**src/rtl/signal_pkg.sv**
```systemverilog
// signal_pkg
// Shared types and constants for the signal_engine trading decision block.
//   state_t   : decision FSM states (warmup, flat, long)
//   SIDE_BUY  : order_side value for a buy order
//   SIDE_SELL : order_side value for a sell order
package signal_pkg;

    typedef enum logic [1:0] {
        ST_WARMUP = 2'd0,
        ST_FLAT   = 2'd1,
        ST_LONG   = 2'd2
    } state_t;

    localparam logic SIDE_BUY  = 1'b1;
    localparam logic SIDE_SELL = 1'b0;

endpackage

```
**src/rtl/cross_detect.sv**
```systemverilog
// cross_detect
// Tracks whether the fast SMA was above the slow SMA on the previous accepted
// sample and flags crossovers on the current accepted sample.
// Ports:
//   clk, rst      : clock, asynchronous active-low reset
//   accept        : strobe, a sample is consumed this cycle
//   data_5        : fast SMA (unsigned)
//   data_50       : slow SMA (unsigned)
//   golden        : fast crosses above slow on this accepted sample
//   death         : fast crosses to or below slow on this accepted sample
module cross_detect (
    input  logic       clk,
    input  logic       rst,
    input  logic       accept,
    input  logic [7:0] data_5,
    input  logic [7:0] data_50,
    output logic       golden,
    output logic       death
);

    logic gt;
    logic prev_gt;

    // Equality counts as "not above".
    assign gt = (data_5 > data_50);

    always_ff @(posedge clk or negedge rst) begin
        if (!rst) begin
            prev_gt <= 1'b0;
        end else if (accept) begin
            prev_gt <= gt;
        end
    end

    assign golden = accept && !prev_gt && gt;
    assign death  = accept && prev_gt && !gt;

endmodule

```
**src/rtl/signal_engine.sv**
```systemverilog
// signal_engine
// SMA crossover trading decision engine. After a warmup period it buys on a
// golden cross (volatility permitting) and sells on a death cross, with a
// cooldown between orders, and presents each order on a valid/ready port.
// Ports:
//   clk, rst       : clock, asynchronous active-low reset
//   enable         : sample qualifier
//   data_valid     : preprocessor outputs are valid
//   data_5/data_50 : fast / slow SMA, unsigned
//   sqr_mean       : volatility proxy, unsigned
//   current_data   : latest price, captured as order_price
//   order_valid    : an order is pending
//   order_ready    : downstream accepts the order
//   order_side     : 1 = buy, 0 = sell
//   order_price    : price at the deciding sample
//   position       : 1 = long
//   drop_count     : decisions suppressed by backpressure, saturating
//   fsm_state      : current FSM state (debug observation)
//
// Order handshake: order_valid/order_side/order_price come from registers.
// A transfer happens on a rising edge where order_valid && order_ready.
// While order_valid && !order_ready the payload is held unchanged. A new
// order may load whenever the slot is empty or is being emptied on the same
// edge, so orders can go out back to back. A decision that finds the slot
// full is dropped entirely (no state change, no cooldown) and counted.
module signal_engine
    import signal_pkg::*;
#(
    parameter int          WARMUP    = 200,
    parameter int          COOLDOWN  = 8,
    parameter logic [15:0] VOL_LIMIT = 16'd40000
) (
    input  logic        clk,
    input  logic        rst,
    input  logic        enable,
    input  logic        data_valid,
    input  logic [7:0]  data_5,
    input  logic [7:0]  data_50,
    input  logic [15:0] sqr_mean,
    input  logic [7:0]  current_data,
    output logic        order_valid,
    input  logic        order_ready,
    output logic        order_side,
    output logic [7:0]  order_price,
    output logic        position,
    output logic [7:0]  drop_count,
    output logic [1:0]  fsm_state
);

    localparam int WW = (WARMUP > 0)   ? $clog2(WARMUP + 1)   : 1;
    localparam int CW = (COOLDOWN > 0) ? $clog2(COOLDOWN + 1) : 1;

    state_t          state;
    logic [WW-1:0]   warm_cnt;
    logic [CW-1:0]   cooldown;

    logic accept;
    logic golden;
    logic death;
    logic cd_zero;
    logic want_buy;
    logic want_sell;
    logic decision;
    logic slot_free;

    assign accept = enable && data_valid;

    cross_detect u_cross (
        .clk     (clk),
        .rst     (rst),
        .accept  (accept),
        .data_5  (data_5),
        .data_50 (data_50),
        .golden  (golden),
        .death   (death)
    );

    assign cd_zero   = (cooldown == '0);
    // Entries are volatility gated; exits never are.
    assign want_buy  = (state == ST_FLAT) && golden && cd_zero && (sqr_mean <= VOL_LIMIT);
    assign want_sell = (state == ST_LONG) && death && cd_zero;
    assign decision  = want_buy || want_sell;
    assign slot_free = !order_valid || order_ready;

    assign fsm_state = state;

    always_ff @(posedge clk or negedge rst) begin
        if (!rst) begin
            state       <= ST_WARMUP;
            warm_cnt    <= '0;
            cooldown    <= '0;
            drop_count  <= 8'd0;
            order_valid <= 1'b0;
            order_side  <= 1'b0;
            order_price <= 8'd0;
            position    <= 1'b0;
        end else begin
            if (order_valid && order_ready) begin
                order_valid <= 1'b0;
            end

            if (accept) begin
                if (!cd_zero) begin
                    cooldown <= cooldown - CW'(1);
                end

                case (state)
                    ST_WARMUP: begin
                        warm_cnt <= warm_cnt + WW'(1);
                        // Last warmup sample: leave warmup, never trade on it.
                        if (warm_cnt == WW'(WARMUP - 1)) begin
                            state <= ST_FLAT;
                        end
                    end
                    ST_FLAT, ST_LONG: begin
                        if (decision) begin
                            if (slot_free) begin
                                order_valid <= 1'b1;
                                order_side  <= want_buy ? SIDE_BUY : SIDE_SELL;
                                order_price <= current_data;
                                cooldown    <= CW'(COOLDOWN);
                                state       <= want_buy ? ST_LONG : ST_FLAT;
                                position    <= want_buy;
                            end else if (drop_count != 8'hFF) begin
                                drop_count <= drop_count + 8'd1;
                            end
                        end
                    end
                    default: begin
                        state    <= ST_WARMUP;
                        position <= 1'b0;
                    end
                endcase
            end
        end
    end

endmodule

```
**config.mk**
```make
export PLATFORM = sky130hd
export DESIGN_NAME = signal_engine
export DESIGN_NICKNAME = d
export VERILOG_FILES = /design/src/rtl/signal_pkg.sv /design/src/rtl/cross_detect.sv /design/src/rtl/signal_engine.sv
export SDC_FILE = /design/constraint.sdc
export NUM_CORES = 1
export LEC_CHECK = 0
export BUFFER_PORTS_ARGS = -buffer_cell sky130_fd_sc_hd__buf_2
export CAP_MARGIN = 20
export CORE_MARGIN = 3
export CORE_UTILIZATION = 50
export DETAILED_ROUTE_END_ITERATION = 7
export GPL_TIMING_DRIVEN = 0
export PLACE_DENSITY = 0.8
export SYNTH_ARGS = -nofsm -noshare
export SYNTH_HDL_FRONTEND = slang
export SYNTH_SLANG_ARGS = --single-unit
```
**constraint.sdc**
```tcl
create_clock -name clk -period 3 [get_ports clk]
set_input_delay 0.9 -clock clk [delete_from_list [all_inputs] [get_ports clk]]
set_output_delay 0.9 -clock clk [all_outputs]
set_load 0.05 [all_outputs]
```
==> impl_metrics.toml, run 1 <==
[run_status]
status = "finished clean"

[logic_synthesis]
yosysUniqueCellTypes = 39
ys_ff_latch = 34
ys_warn_count = 0
synth_edf_count = 0
synth_top_area_share_pct = 43.7
ys_top_cells_by_count = "dfrtp_1, inv_1, ha_1"
avgSynthCellArea_sq_um = 10.5
synth.net_count = 245
yosysTopAreaCell = "dfrtp_1"
syn-cell-area_sq_mm = 0.00195
synth_cells = 185
yosys.cell_count.top_type = "dfrtp_1"
ys.flop_type = "dfrtp_1"
ys_seq_area_share_pct = 43.7
synth_area_leaders = "dfrtp_1, ha_1, mux2_2"
synthArstFlopShare_pct = 100

[sta]
fin_ws_ps = 183
timing.fmax_ghz = 0.355
hold_viol_final = 0
setup_viol = 0
slew_violations = 0
fin_skew_ps = 6.58
rsz0062_at_grt = "no"
period_share_pct = 93.9
worstMarginPinSlew_ps = 702
relSlewSlack_pct = 53.2
layout_min_cycle_time_ps = 2820

[worst_hold_path]
hold_depth = 1
worstHoldEndpoint = "warm_cnt[7]$_DFFE_PN0P_"
hold_class = "reg -> reg"
min_from = "warm_cnt[7]$_DFFE_PN0P_"

[route]
viasPerCell = 5.26
drc_errors = 0
dr.pass1.iters = 4
drt_iter0_markers = 56
ant_nets = 0
wl_per_cell_microns = 12.9
totalWireLength_microns = 3950
vias = 1616

[final_layout]
fin_util_pct = 65.4
seqCellArea_sq_um = 851
antennaDiodeCount = 0
syn_to_final_growth_pct = 24.9
instances_no_fill = 307
drive_above_1_share_pct = 34.7
multi_input_comb_area_sq_mm = 0.00100
nets = 318
nFillCells = 313

[setup_path]
cpMostUsedCell = "o21ai_0"
cp.required_ps = 3170
r2r-end = "order_price[6]$_DFFE_PN0P_"
cp.arrival_ps = 2980
worstSetupPathType = "in -> reg"
cp_slowest_cell = "or3_4"
ff2ff_path_depth = 9
cp-end-kind = "flop"
rr_startpoint = "cooldown[0]$_DFFE_PN0P_"
max_stage_delay_ps = 420
cpLargestDelayFamily = "compound AO/OA/AOI/OAI gates"
crit_path_cell_trace = "buf_2, inv_1, ha_1, o21ai_0, o211ai_1, o21ai_0, or3_4, a21oi_2, buf_4, mux2_2"
startpoint_type = "input port"
rrSetupSlack_ps = 330
path_buf_inv = 3
critPathMaxFanout = 10

[place]
gp_congestion = 0.764
place.port_buffers = 65
dp_hpwl_microns = 3130
place_ws_ps = -170
placed_cells = 298

[global_route]
antenna_found_initial = 0
grt-ovfl-total = 0
grt_pass1_vias = 1609
grt_max_degree = 35
grt_util_all_layers_pct = 18.8
grt_pass1_wl_microns = 6510

[pwr]
cellLeakagePower_nw = 1.29
ir_drop_mv = 0.599
finalPower_mw = 1.65
p_per_area_mw_per_mm2 = 680

[floorplan]
io_pins = 66
die_h_microns = 68.4
core_area_sq_mm = 0.00372
row_count = 22
die-area_sq_mm = 0.00468
fp.dieW_microns = 68.4
start_util_pct = 52.4

[cts]
clkTransAtPathRegs_ps = 70
numCtsBuffers = 5
hold_buffers = 0
cts_sinks = 34
clkLatencyLatePin_ps = 290
cts_resized = 0
cts_tree = "done"
clk_path_buf_depth = 2
cts_htree_levels = 2
clock-root-buffer = "clkbuf_8"

[run]
maxCapViolCount = 0
[through the flow]
step           instance area (sq um)  setup TNS (ps)  hold slack [ps]
6_report                        2430               0              475
5_1_grt                         2430               0              507
4_1_cts                         2420               0              476
3_5_place_dp                    2330            -975              465
3_3_place_gp                    2330            -856              464
2_1_floorplan                   1950               0              445
[worst max-delay path by stage]
stage,start,to,cells after the start
2_1_floorplan,data_50[5],order_price[0]$_DFFE_PN0P_,9
3_3_place_gp,data_5[5],order_price[5]$_DFFE_PN0P_,9
3_5_place_dp,data_5[5],order_price[2]$_DFFE_PN0P_,9
4_1_cts,data_5[5],order_price[6]$_DFFE_PN0P_,9
5_1_grt,data_50[7],order_price[4]$_DFFE_PN0P_,10
6_report,data_50[7],order_price[6]$_DFFE_PN0P_,10
[area by class of cell]
type                            count  area share [%]
Buffer                              4            1.08
Clock buffer                        7            3.55
Clock inverter                      1           0.206
Inverter                           17            2.63
Multi-Input combinational cell    130            41.3
Sequential cell                    34            35.0
Tap cell                           48            2.47
Timing Repair Buffer               66            13.7
[sequential cells by signal, indices dropped and copies added (netlist names)]
signal and count:
fsm_state 2, order_price 8, position 1, drop_count 8, order_side 1, u_cross.prev_gt 1
order_valid 1, cooldown 4, warm_cnt 8
[worst reg2reg max path: cells and delay by family (launching register included)]
| family | cells | cell delay (ps) |
|---|---|---|
| and+or+nand+nor | 3 | 840 |
| AOI/OAI and AO/OA | 2 | 470 |
| DFF | 1 | 410 |
| muxes | 1 | 360 |
| buffers and inverters | 2 | 290 |
| adders and majority gates | 1 | 180 |
[placed cells by master (no fill, tap or decap), types with 3 or more instances in the layout]
master    instances
o21ai_0           8
o211ai_1          3
ha_1             15
nand4_1           9
nor2_1            6
and3_1            7
dfrtp_1          34
a31oi_1           3
clkbuf_1          3
nand2_1           9
xor2_1            6
a211oi_1          4
a21oi_1           6
mux2_2            9
nand3_1           6
nand2b_1          3
inv_1            17
buf_2            65
a211o_1           3
xnor2_1           9
clkbuf_8          6
mux2i_1           3
nor2b_1           3
[metal layers]
| metal | vias to the layer above | share of wire [%] | track usage, % |
|---|---|---|---|
| met3 | 7 | 9.2 | 5.91 |
| li1 | 813 | - | - |
| met4 | 0 | 1.5 | 8.19 |
| met1 | 737 | 43 | 20.5 |
| met2 | 59 | 46 | 33.0 |
| met5 | - | 0 | 0 |
[cell families (layout without fill, tap and decap cells)]
group / count (synthesis) / count (layout) / synth area share, %
buf+inv: 21 / 95 / 4.63
flops: 34 / 34 / 43.7
xor+xnor: 15 / 15 / 6.75
mux: 13 / 13 / 7.52
compound gates: 32 / 32 / 11.2
fa+ha+maj: 15 / 15 / 9.65
simple gates: 55 / 55 / 16.5
[power breakdown]
| group | total [mW] | internal, mW | leakage, nW | switching [mW] |
|---|---|---|---|---|
| Clock | 0.338 | 0.185 | 0.0482 | 0.154 |
| Sequential | 0.666 | 0.566 | 0.447 | 0.100 |
| Combinational | 0.647 | 0.229 | 0.790 | 0.418 |
[what timing repair did]
| item | CTS | global route |
|---|---|---|
| buffers inserted | 0 | 1 |
| endpoints found under the hold margin | 0 | 0 |
| setup endpoints to repair | 0 | 6 |
Note: power is estimated with default switching activity, not from simulation.
==> inputs of run 2 (changes only) <==
--- a/config.mk
+++ b/config.mk
@@ -7,11 +7,13 @@
 export LEC_CHECK = 0
 export BUFFER_PORTS_ARGS = -buffer_cell sky130_fd_sc_hd__buf_2
 export CAP_MARGIN = 20
+export CELL_PAD_IN_SITES_DETAIL_PLACEMENT = 0
+export CELL_PAD_IN_SITES_GLOBAL_PLACEMENT = 2
 export CORE_MARGIN = 3
-export CORE_UTILIZATION = 50
+export CORE_UTILIZATION = 30
 export DETAILED_ROUTE_END_ITERATION = 7
 export GPL_TIMING_DRIVEN = 0
-export PLACE_DENSITY = 0.8
+export PLACE_DENSITY_LB_ADDON = 0.1
 export SYNTH_ARGS = -nofsm -noshare
 export SYNTH_HDL_FRONTEND = slang
 export SYNTH_SLANG_ARGS = --single-unit
==> impl_metrics.toml, run 2 (same netlist as run 1, synthesis figures left out) <==
[run_status]
status = "finished clean"

[route]
viasPerCell = 4.77
ant_nets = 0
drc_errors = 0
dr.pass1.iters = 4
wl_per_cell_microns = 13.3
totalWireLength_microns = 4450
vias = 1594
drt_iter0_markers = 42

[floorplan]
die_h_microns = 86.5
row_count = 28
start_util_pct = 31.9
io_pins = 66
fp.dieW_microns = 86.5
core_area_sq_mm = 0.00610
die-area_sq_mm = 0.00749

[sta]
fin_ws_ps = 215
timing.fmax_ghz = 0.359
period_share_pct = 92.8
worstMarginPinSlew_ps = 778
fin_skew_ps = 5.33
rsz0062_at_grt = "no"
hold_viol_final = 0
layout_min_cycle_time_ps = 2780
setup_viol = 0
relSlewSlack_pct = 48.1
slew_violations = 0
fin_tns_setup_ps = 0

[final_layout]
top_regs = "drop_count x8, order_price x8, warm_cnt x8"
drive_above_1_share_pct = 35.1
syn_to_final_growth_pct = 27.6
layout_commonest_cell = "buf_2"
nFillCells = 655
nets = 318
layout_common_cells = "buf_2, dfrtp_1, inv_1, ha_1"
instances_no_fill = 334
antennaDiodeCount = 0

[pwr]
p_per_area_mw_per_mm2 = 690
ir_drop_mv = 0.398
cellLeakagePower_nw = 1.29

[global_route]
grt-ovfl-total = 0
grt_util_all_layers_pct = 12.2
grt_pass1_wl_microns = 7170
antenna_found_initial = 0
grt_pass1_vias = 1558
grt_max_degree = 35

[cts]
cts_sinks = 34
clk_path_buf_depth = 2
cts_htree_levels = 2
numCtsBuffers = 5
cts_tree = "done"
clkTransAtPathRegs_ps = 70
clkLatencyLatePin_ps = 290
hold_buffers = 0
clock-root-buffer = "clkbuf_8"

[setup_path]
rrSetupSlack_ps = 260
cp.required_ps = 3180
startpoint_type = "input port"
critPathMaxFanout = 10
cp.arrival_ps = 2960
cp-end-kind = "flop"
worstSetupPathType = "in -> reg"

[place]
dp_hpwl_microns = 3350
place.port_buffers = 65
gp_congestion = 0.688
place_ws_ps = -292
placed_cells = 325

[worst_hold_path]
hold_class = "reg -> reg"

[run]
maxCapViolCount = 0
-- run 2: changes by cell type in the layout (fill, tap and decap cells not counted) --
| cell | change |
|---|---|
| clkinv_2 | -1 |
| clkbuf_1 | -1 |
| o21ai_0 | -1 |
| o21ai_1 | +1 |
| clkbuf_8 | +2 |
-- run 2: timing repair --
action / 4_1_cts / 5_1_grt
resized for setup: 0 / 1
endpoints found under the setup margin: 0 / 6
setup buffers: 0 / 1
-- run 2: worst paths after layout --
kind	from	to	cells past startpoint
hold / removal	warm_cnt[7]$_DFFE_PN0P_	warm_cnt[7]$_DFFE_PN0P_	1
hold reg to reg	warm_cnt[7]$_DFFE_PN0P_	warm_cnt[7]$_DFFE_PN0P_	1
setup / recovery	data_5[5]	order_price[5]$_DFFE_PN0P_	9
setup reg to reg	cooldown[0]$_DFFE_PN0P_	order_price[5]$_DFFE_PN0P_	9
max in group asynchronous	rst	drop_count[7]$_DFFE_PN0P_	1
min in group asynchronous	rst	drop_count[6]$_DFFE_PN0P_	1
-- run 2: final cells by class --
type | count | area, sq um | area share [%]
multi-input combinational | 130 | 1000 | 40.5
clock buffer | 8 | 110 | 4.44
tap | 75 | 93.8 | 3.78
buffer | 4 | 26.3 | 1.06
sequential | 34 | 851 | 34.3
inverter | 17 | 63.8 | 2.57
timing repair buffer | 66 | 333 | 13.4
-- run 2: per-stage QoR --
step,power (mW),instance area (sq um),hold WS (ps),util (%)
after floorplan,1.14,1950,445,-
after global placement,1.32,2360,461,38.8
after detailed placement,1.33,2360,473,38.8
after CTS,1.74,2470,483,40.6
after global routing,1.85,2480,492,40.7
final,1.71,2480,476,40.7
-- run 2: power by group --
part | internal [mW] | total, mW | switching (mW)
sequential | 0.565 | 0.665 | 0.0998
combinational | 0.227 | 0.641 | 0.414
clock | 0.232 | 0.406 | 0.174
-- run 2: routing by layer --
layer  GRT usage [%]  part of all wire, %  vias up
met5               0                    0        -
met4            4.25                  1.4        0
met3            4.28                  8.9        5
met2            17.9                   42       56
met1            16.5                   48      724
li1                -                    -      809
-- run 2: worst max-delay path, stage by stage --
cell,delay (ps)
buf_2,100
ha_1,300
a211oi_1,300
o211ai_1,140
o21ai_1,220
o211ai_2,170
a21oi_2,260
buf_4,230
mux2_2,340
